$ cat config.mk
export PLATFORM = sky130hd
export DESIGN_NAME = dmem_access_ctrl_flat
export DESIGN_NICKNAME = d
export VERILOG_FILES = /design/src/rtl/dmem_access_ctrl_if.sv /design/src/rtl/dmem_access_ctrl.sv /design/src/flat_wrapper.sv
export SDC_FILE = /design/constraint.sdc
export NUM_CORES = 1
export LEC_CHECK = 0
export ABC_AREA = 1
export CAP_MARGIN = 30
export CORE_ASPECT_RATIO = 1.4
export CORE_MARGIN = 1
export CORE_UTILIZATION = 43
export DETAILED_ROUTE_END_ITERATION = 8
export GPL_ROUTABILITY_DRIVEN = 0
export HOLD_SLACK_MARGIN = 0.1
export PLACE_DENSITY = 0.94
export SLEW_MARGIN = 30
export SYNTH_ARGS = -nofsm -noshare
export SYNTH_HDL_FRONTEND = slang
export SYNTH_SLANG_ARGS = --single-unit
$ cat constraint.sdc
create_clock -name clk_i -period 3.25 [get_ports clk_i]
set_input_delay 0.65 -clock clk_i [delete_from_list [all_inputs] [get_ports clk_i]]
set_output_delay 0.65 -clock clk_i [all_outputs]
set_load 0.02 [all_outputs]
$ cat src/rtl/dmem_access_ctrl_if.sv
// Data-memory req/ack port between the access controller (master) and memory (slave).
interface dmem_access_ctrl_if #(
    parameter int ADDR_W = 32,
    parameter int DATA_W = 32
);
    logic              req;
    logic              we;
    logic [ADDR_W-1:0] addr;
    logic [DATA_W-1:0] wdata;
    logic              ack;
    logic [DATA_W-1:0] rdata;

    modport master (
        output req, we, addr, wdata,
        input  ack, rdata
    );

    modport slave (
        input  req, we, addr, wdata,
        output ack, rdata
    );
endinterface

$ cat src/rtl/dmem_access_ctrl.sv
// Data-memory access sequencer: IDLE->BUSY->DONE per access, pipeline stall, ack timeout.
// Optional perf counters enabled by defining DMEM_PERF_CNT_EN.
module dmem_access_ctrl #(
    parameter int ADDR_W  = 32,
    parameter int DATA_W  = 32,
    parameter int TIMEOUT = 16,
    parameter int TO_W    = 5
) (
    input  logic              clk_i,
    input  logic              rst_i,
    input  logic              start_i,
    input  logic              MemRead_i,
    input  logic              MemWrite_i,
    input  logic [ADDR_W-1:0] addr_i,
    input  logic [DATA_W-1:0] wdata_i,
    dmem_access_ctrl_if.master dmem,
    output logic              stall_o,
    output logic [DATA_W-1:0] rdata_o,
    output logic              rdata_valid_o,
    output logic              err_o,
    output logic [31:0]       access_cnt_o,
    output logic [31:0]       stall_cnt_o
);

    typedef enum logic [1:0] {
        IDLE = 2'd0,
        BUSY = 2'd1,
        DONE = 2'd2
    } state_e;

    localparam logic [TO_W-1:0] TO_LAST = TO_W'(TIMEOUT - 1);

    state_e            state_q;
    logic [TO_W-1:0]   cnt_q;
    logic              req_q;
    logic              we_q;
    logic [ADDR_W-1:0] addr_q;
    logic [DATA_W-1:0] wdata_q;
    logic [DATA_W-1:0] rdata_q;
    logic              valid_q;
    logic              err_q;
    logic              acc;

    assign acc = start_i & (MemRead_i | MemWrite_i);

    // Stall is combinational in IDLE so EX/MEM holds on the request cycle;
    // gated by reset so it drops asynchronously with the state.
    assign stall_o = rst_i & (((state_q == IDLE) & acc) | (state_q == BUSY));

    always_ff @(posedge clk_i or negedge rst_i) begin
        if (!rst_i) begin
            state_q <= IDLE;
            cnt_q   <= '0;
            req_q   <= 1'b0;
            we_q    <= 1'b0;
            addr_q  <= '0;
            wdata_q <= '0;
            rdata_q <= '0;
            valid_q <= 1'b0;
            err_q   <= 1'b0;
        end else begin
            valid_q <= 1'b0;
            unique case (state_q)
                IDLE: begin
                    if (acc) begin
                        addr_q  <= addr_i;
                        wdata_q <= wdata_i;
                        we_q    <= MemWrite_i;
                        cnt_q   <= '0;
                        req_q   <= 1'b1;
                        state_q <= BUSY;
                    end
                end
                BUSY: begin
                    if (dmem.ack) begin
                        rdata_q <= we_q ? '0 : dmem.rdata;
                        req_q   <= 1'b0;
                        valid_q <= 1'b1;
                        state_q <= DONE;
                    end else if (cnt_q == TO_LAST) begin
                        err_q   <= 1'b1;
                        rdata_q <= '0;
                        req_q   <= 1'b0;
                        valid_q <= 1'b1;
                        state_q <= DONE;
                    end else begin
                        cnt_q <= cnt_q + 1'b1;
                    end
                end
                DONE: begin
                    state_q <= IDLE;
                end
                default: begin
                    state_q <= IDLE;
                    req_q   <= 1'b0;
                end
            endcase
        end
    end

    assign dmem.req      = req_q;
    assign dmem.we       = we_q;
    assign dmem.addr     = addr_q;
    assign dmem.wdata    = wdata_q;
    assign rdata_o       = rdata_q;
    assign rdata_valid_o = valid_q;
    assign err_o         = err_q;

`ifdef DMEM_PERF_CNT_EN
    logic [31:0] acc_cnt_q, acc_cnt_d;
    logic [31:0] stl_cnt_q, stl_cnt_d;

    // Both counters saturate rather than wrap.
    always_comb begin
        acc_cnt_d = acc_cnt_q;
        stl_cnt_d = stl_cnt_q;
        if ((state_q == DONE) && (acc_cnt_q != 32'hFFFF_FFFF))
            acc_cnt_d = acc_cnt_q + 32'd1;
        if (stall_o && (stl_cnt_q != 32'hFFFF_FFFF))
            stl_cnt_d = stl_cnt_q + 32'd1;
    end

    always_ff @(posedge clk_i or negedge rst_i) begin
        if (!rst_i) begin
            acc_cnt_q <= '0;
            stl_cnt_q <= '0;
        end else begin
            acc_cnt_q <= acc_cnt_d;
            stl_cnt_q <= stl_cnt_d;
        end
    end

    assign access_cnt_o = acc_cnt_q;
    assign stall_cnt_o  = stl_cnt_q;
`else
    assign access_cnt_o = 32'd0;
    assign stall_cnt_o  = 32'd0;
`endif

endmodule

$ cat src/flat_wrapper.sv
// flat-port wrapper written by rule: the top's interface ports become plain ports
module dmem_access_ctrl_flat 
#(
    parameter int ADDR_W  = 32,
    parameter int DATA_W  = 32,
    parameter int TIMEOUT = 16,
    parameter int TO_W    = 5
)
  (clk_i, rst_i, start_i, MemRead_i, MemWrite_i, addr_i, wdata_i, stall_o, rdata_o, rdata_valid_o, err_o, access_cnt_o, stall_cnt_o, dmem_req, dmem_we, dmem_addr, dmem_wdata, dmem_ack, dmem_rdata);
  dmem_access_ctrl_if #(.ADDR_W(ADDR_W), .DATA_W(DATA_W)) dmem_i ();
  input  logic clk_i;
  input  logic rst_i;
  input  logic start_i;
  input  logic MemRead_i;
  input  logic MemWrite_i;
  input  logic [ADDR_W-1:0] addr_i;
  input  logic [DATA_W-1:0] wdata_i;
  output logic stall_o;
  output logic [DATA_W-1:0] rdata_o;
  output logic rdata_valid_o;
  output logic err_o;
  output logic [31:0] access_cnt_o;
  output logic [31:0] stall_cnt_o;
  output wire logic [$bits(dmem_i.req)-1:0] dmem_req;
  output wire logic [$bits(dmem_i.we)-1:0] dmem_we;
  output wire logic [$bits(dmem_i.addr)-1:0] dmem_addr;
  output wire logic [$bits(dmem_i.wdata)-1:0] dmem_wdata;
  input wire logic [$bits(dmem_i.ack)-1:0] dmem_ack;
  input wire logic [$bits(dmem_i.rdata)-1:0] dmem_rdata;
  assign dmem_req = dmem_i.req;
  assign dmem_we = dmem_i.we;
  assign dmem_addr = dmem_i.addr;
  assign dmem_wdata = dmem_i.wdata;
  assign dmem_i.ack = dmem_ack;
  assign dmem_i.rdata = dmem_rdata;
  dmem_access_ctrl #(.ADDR_W(ADDR_W), .DATA_W(DATA_W), .TIMEOUT(TIMEOUT), .TO_W(TO_W)) u_core (.clk_i(clk_i), .rst_i(rst_i), .start_i(start_i), .MemRead_i(MemRead_i), .MemWrite_i(MemWrite_i), .addr_i(addr_i), .wdata_i(wdata_i), .dmem(dmem_i), .stall_o(stall_o), .rdata_o(rdata_o), .rdata_valid_o(rdata_valid_o), .err_o(err_o), .access_cnt_o(access_cnt_o), .stall_cnt_o(stall_cnt_o));
endmodule
==> impl_results.md, run 1 <==
- Sw Ratio: 0.376
- Status: finished, final reports clean
- Diodes inserted: 0
- Ranking of synthesized cells by area: dfrtp_1 (52%), buf_4 (9.8%), o21ai_2 (9.4%), nand2_1 (8.0%), inv_1 (5.5%)
- Overall Global Routing Usage: 0.205
- Resize count post-CTS: 0
- CTS Hold Bufs: 0
- Area leader, netlist: dfrtp_1
- Leakage: 3.58 nW
- Wire length per cell: 14.0 µm
- Dpl cells: 866
- Crit path max fanout: 2
- Nets: 838
- Post-Synthesis Cells: around 540
- Reg-to-reg slack, setup: roughly 0.8 ns
- Yosys warns: 0
- R2r worst-path depth: 5
- Number of port buffers: around 200
- Hpwl dp: 9.06 mm
- Filler Cells Inserted: 945
- Final cell count without fillers: 883
- P_sw: 2.15 mW
- CTS sink cnt: 107
- Die height: between 100 and 150 µm
- Routed wire length: roughly 12 mm
- Vias per cell: 4.57
- Setup CP Type: input pin to output pin
- Die Area: between 10000 and 15000 µm²
- CTS Buf Count: 9
- CP arrival: about 2.3 ns
- First-pass GRT wire length: a little under 20 mm
- Max_slew headroom: 0.381
- Core area: roughly 12000 µm²
- Clock latency on the worst-skew pair: 0.35 ns
- Worst-case clock buffer depth: 2
- Layout area overhead: 40.7%
- Register share of total power: 0.362
- Simple-gate share of the synthesized area: 0.138
- IO Count: 267
- Initial antenna violation count: 0
- CTS clk-pin slew, worst paths: 0.07 ns
- Ratio of cells with drive above 1 in the final layout: 0.120
- Register area share after synthesis: 0.521
- Main combinational cell family by area after synthesis: buffers and inverters
- Worst VDD drop: 0.456 mV
- Setup TNS Final: 0 ns
- Largest net degree at the start of global routing: 83
- Fmax: 339 MHz
- Mapped cell area: approximately 5000 µm²
- Max Cap Violations: 0
- Post-Synth XOR/XNOR Area: 0
- RSZ-0062 raised after global routing: no
- Number of synthesized register bits: 107
- Postcts setup bufs: 0
- Part of the power in combinational logic: 0.444
- Via Count: 4039
- CTS tree: yes
- Detailed Routing Iterations Pass 1: 4
- PwrDens: 791 nW/µm²
- Root Driver: clkbuf_16
- Crit. End Element: output pin
- Req. time, crit path: 2.60 ns
- Worst hold slack: about 0.42 ns
- R2R Path End: u_core.dmem.addr[31]
- Synth Area in Compound Gates: 0.140
- Rows: 46
- Remaining antenna violation count after routing: 0
- Avg Inst Size Synth: 9.47 µm²
- Htree depth: 3
- Number of library cell types mapped by synthesis: 26
- Slew @ Worst Pin: 0.923 ns
- Power share of the clock group: 0.193
- Fin crit share: 0.906
- Reg2reg start: u_core.state_q[0]
- Mux cell area share after synthesis: 0
- DRC Markers: 0
- Min Tclk post-route: a little under 3 ns
- Initial DRC Count: 234
- Initial core utilization: 0.447
- Hold Crit Class: input pin to asynchronous set/reset pin
- Final setup violation count: 0
- Top cell type's share of synthesized area: 0.521
- Internal Power: between 3 and 4 mW
- Vias in the first global route: around 3900
- Fin. Hold Viols: 0
- Max Transition Viols Final: 0
- Die Span X: between 90 and 100 µm
- Skew final: 0.0118 ns
- Adder-cell share of the synthesized area: 0.00486
- Grt ovf: 0
- CP Launch Type: input pin
[flip-flops by register name (all words and copies together) (netlist names)]
name / count
u_core.cnt_q: 5
u_core.rdata_o: 32
u_core.dmem.req: 1
u_core.dmem.wdata: 32
u_core.rdata_valid_o: 1
u_core.dmem.addr: 32
u_core.err_o: 1
u_core.dmem.we: 1
u_core.state_q: 2
[worst max-delay path by stage]
stage / startpoint / to / slack (ns) / cells after the start
2_1_floorplan: MemWrite_i / stall_o / 1.10 / 5
3_3_place_gp: MemRead_i / u_core.dmem.addr[19] / 0.27 / 8
3_5_place_dp: MemWrite_i / u_core.dmem.addr[31] / 0.16 / 7
4_1_cts: MemWrite_i / stall_o / 0.27 / 7
5_1_grt: MemWrite_i / stall_o / 0.18 / 7
6_report: MemWrite_i / stall_o / 0.30 / 7
[synth_stat cells, drive strengths merged]
master,n
o21ai,97
a21boi,1
dfrtp,107
ha,2
nand3,39
buf,83
nand4,4
a31o,1
nand2,112
conb,1
a21oi,2
nor2,9
inv,76
clkbuf,9
[power by group through the flow]
stage	clock (mW)	combinational, mW	sequential, mW
floorplan	0	0.832	2.64
global placement	0	2.51	2.07
detailed placement	0	2.56	2.09
CTS	1.14	2.57	2.08
global route	1.19	2.72	2.13
finish	1.11	2.54	2.08
[cells by family after synthesis]
group | after synthesis
other | 1
buffers and inverters | 168
AO/OA/AOI/OAI | 101
adder cells (fa/ha/maj) | 2
flip-flops | 107
AND/OR/NAND/NOR | 164
[final cells by class]
cell class              count  area, µm²  share of cell area
clock buffers              10        239              0.0330
well taps                 144        180              0.0249
inverters                  76        285              0.0394
repair buffers            209       2090               0.289
multi-input cells         331       1700               0.235
flip-flops and latches    107       2680               0.370
clock inverters             6       62.6             0.00865
[metrics by stage]
stage                     worst slack (ns)  utilization  total power [mW]  area [µm²]
after floorplan                       1.10            -              3.47        5380
after global placement               0.275        0.600              4.58        6910
after detailed placement             0.157        0.600              4.65        6910
after CTS                            0.270        0.626              5.78        7210
after global routing                 0.175        0.629              6.05        7240
final                                0.304        0.629              5.73        7240
[critical path, cell delays in order]
cell and delay [ns]:
clkdlybuf4s50_1 0.47, inv_1 0.05, nand2_1 0.09, nand3_4 0.07, a21boi_0 0.20, buf_4 0.17, clkdlybuf4s50_1 0.60
[layout by cell type (no fill, tap or decap), types with 2 or more instances in the layout]
master             n
conb_1            64
nor2_2             3
buf_4              7
clkbuf_16          9
clkdlybuf4s50_1  201
nand4_1            4
inv_6              2
clkinv_2           3
dfrtp_1          107
nand3_1           38
ha_1               2
nor2_1             5
inv_1             74
o21ai_2           55
nand2_1          110
o21ai_0           42
[routing by layer]
layer / share of wire / GRT usage / vias to the layer above
met3: 0.073 / 0.0584 / 41
met5: 0 / 0 / -
li1: - / - / 1940
met2: 0.51 / 0.349 / 205
met1: 0.37 / 0.228 / 1853
met4: 0.043 / 0.105 / 0
No activity file was read; power rests on OpenSTA's default activity.
==> run 2: changes to the inputs <==
--- a/config.mk
+++ b/config.mk
@@ -7,13 +7,16 @@
 export LEC_CHECK = 0
 export ABC_AREA = 1
 export CAP_MARGIN = 30
+export CELL_PAD_IN_SITES_DETAIL_PLACEMENT = 0
+export CELL_PAD_IN_SITES_GLOBAL_PLACEMENT = 1
 export CORE_ASPECT_RATIO = 1.4
 export CORE_MARGIN = 1
-export CORE_UTILIZATION = 43
+export CORE_UTILIZATION = 31
 export DETAILED_ROUTE_END_ITERATION = 8
 export GPL_ROUTABILITY_DRIVEN = 0
 export HOLD_SLACK_MARGIN = 0.1
-export PLACE_DENSITY = 0.94
+export PLACE_DENSITY = 0.95
+export RECOVER_POWER = 50
 export SLEW_MARGIN = 30
 export SYNTH_ARGS = -nofsm -noshare
 export SYNTH_HDL_FRONTEND = slang
==> run 2 against run 1 <==
Via count fell by 2.5%. Routed wire length fell by 2.0%. Worst setup slack got worse by 0.028 ns. Largest power group unchanged. Global-route usage fell by 6.6 points. Worst hold slack improved by 0.056 ns. Cell count rose by 5.8%. Total power rose by 0.20%. Highest routed layer unchanged. Design area fell by 0.95%. Sequential share of layout area rose by 0.36 points.
==> impl_results.md, run 2 (same netlist as run 1, synthesis figures left out) <==
- Core area: 16200 µm² (+40%)
- Leakage: 3.53 nW (-1.5%)
- Vias in the first global route: 3704 (-5.6%)
- Max incr delay on CP: 0.61 ns (about the same)
- Slowest-stage cell, CP: clkdlybuf4s50_1
- Initial antenna violation count: 0 (unchanged)
- Final cell count without fillers: 934 (+5.8%)
- CTS tree: yes
- Filler Cells Inserted: 1577 (+67%)
- Slew @ Worst Pin: 1.47 ns (+0.544 ns)
- Final setup violation count: 0 (unchanged)
- Status: finished, final reports clean
- Fmax: 336 MHz (-0.93%)
- First-pass GRT wire length: 19.0 mm (-1.8%)
- Die height: 154 µm (+18%)
- Die Area: 17100 µm² (+38%)
- DRC Markers: 0 (unchanged)
- PwrDens: 801 nW/µm² (+1.2%)
- Clock latency on the worst-skew pair: 0.34 ns (about the same)
- Critical-path cell list: dlygate4sd3_1 -> inv_1 -> nand2_1 -> nand3_4 -> a21boi_0 -> buf_4 -> clkdlybuf4s50_1
- CTS Hold Bufs: 0 (unchanged)
- Largest net degree at the start of global routing: 138 (+66%)
- Fin. Hold Viols: 0 (unchanged)
- Setup TNS Final: 0 ns (unchanged)
- Via Count: 3938 (-2.5%)
- Vias per cell: 4.22 (-7.8%)
- Remaining antenna violation count after routing: 0 (unchanged)
- Diodes inserted: 0 (unchanged)
- Nets: 836 (-0.24%)
- Most frequent cells in the layout: clkdlybuf4s50_1 (200), nand2_1 (111), dfrtp_1 (107)
- Skew final: 0.00965 ns (-0.00211 ns)
- Overall Global Routing Usage: 0.139 (-0.0661)
- Initial DRC Count: 202 (-14%)
- Dpl cells: 920 (+6.2%)
- Wire length per cell: 13.0 µm (-7.3%)
- Max Transition Viols Final: 0 (unchanged)
- Ratio of cells with drive above 1 in the final layout: 0.0707 (-0.0497)
- Max_slew headroom: 0.0216 (-0.359)
- CTS clk-pin slew, worst paths: 0.07 ns (about the same)
- Crit. End Element: output pin
- Number of port buffers: 202 (unchanged)
- CTS Buf Count: 9 (unchanged)
- Worst VDD drop: 0.302 mV (-34%)
- CP Launch Type: input pin
- Htree depth: 3 (unchanged)
- Fin crit share: 0.915 (+0.00854)
- Req. time, crit path: 2.60 ns (about the same)
- Commonest non-fill, non-tap cell in the layout: clkdlybuf4s50_1
- CTS sink cnt: 107 (unchanged)
- Initial core utilization: 0.318 (-0.129)
- Hold Crit Class: register to register
- IO Count: 267 (unchanged)
- Root Driver: clkbuf_16
- Die Span X: 111 µm (+17%)
- Total power: 5.74 mW (+0.20%)
- Rows: 55 (+20%)
- Grt ovf: 0 (unchanged)
- Max Cap Violations: 0 (unchanged)
- Resize count post-CTS: 0 (unchanged)
- Crit path max fanout: 2 (unchanged)
- Detailed Routing Iterations Pass 1: 5 (+1)
- Routed wire length: 12.1 mm (-2.0%)
- RSZ-0062 raised after global routing: no
- Layout area overhead: 39.3%
- CP arrival: 2.32 ns (+0.02 ns)
- Postcts setup bufs: 0 (unchanged)
- Min Tclk post-route: 2.97 ns (+0.0277 ns)
- Hpwl dp: 8.58 mm (-5.3%)
- Setup CP Type: input pin to output pin
- Worst-case clock buffer depth: 2 (unchanged)
[run 2: cell count changes in the layout (fill, tap and decap cells not counted), sizes merged]
cell | previous run | this run
clkinv | 4 | 2
dlygate4sd3 | 0 | 1
clkdlybuf4s50 | 201 | 200
buf | 8 | 3
inv | 77 | 76
bufinv | 1 | 3
clkbuf | 10 | 12
[run 2: layout make-up]
type | instances | area [µm²] | area share
flip-flops and latches | 107 | 2680 | 0.374
repair buffers | 207 | 2050 | 0.286
multi-input cells | 331 | 1570 | 0.220
inverters | 76 | 285 | 0.0398
well taps | 199 | 249 | 0.0347
clock buffers | 9 | 225 | 0.0314
clock inverters | 5 | 104 | 0.0145
[run 2: power breakdown]
part	leakage, nW	switching (mW)	total [mW]	internal [mW]
sequential	1.35	0.256	2.06	1.80
combinational	2.02	1.34	2.45	1.11
clock	0.161	0.483	1.23	0.745
total	3.53	2.08	5.74	3.66
[run 2: critical path: cells and delay by family]
| family | cells | cell delay (ns) |
|---|---|---|
| AND/OR/NAND/NOR | 2 | 0.18 |
| buffers and inverters | 4 | 1.33 |
| AO/OA/AOI/OAI | 1 | 0.16 |
[run 2: routing by layer]
metal  vias up  share of wire  global-route usage
li1       1934              -                   -
met1      1826           0.40               0.158
met2       162           0.52               0.251
met3        16          0.063              0.0329
met4         0          0.018              0.0533
met5         -              0                   0
[run 2: worst paths after layout]
check                                        from                   end  slack [ns]  cells past startpoint
worst max-delay path                    MemRead_i               stall_o        0.28                      7
worst min-delay path                 u_core.err_o          u_core.err_o        0.47                      1
worst max register to register  u_core.state_q[0]  u_core.dmem.addr[26]        1.04                      5
worst min register to register       u_core.err_o          u_core.err_o        0.47                      1
max in group asynchronous                   rst_i  u_core.dmem.addr[12]        0.57                      3
min in group asynchronous                   rst_i  u_core.rdata_valid_o        0.67                      2
[run 2: stage by stage]
step                      hold slack [ns]  worst slack (ns)  area, µm²   util
final                               0.473             0.277       7170  0.443
after detailed placement            0.457             0.303       6980  0.432
after global placement              0.457             0.313       6980  0.432
after CTS                           0.441             0.284       7310  0.452
after floorplan                     0.354              1.10       5380      -
after global routing                0.503            0.0952       7170  0.443
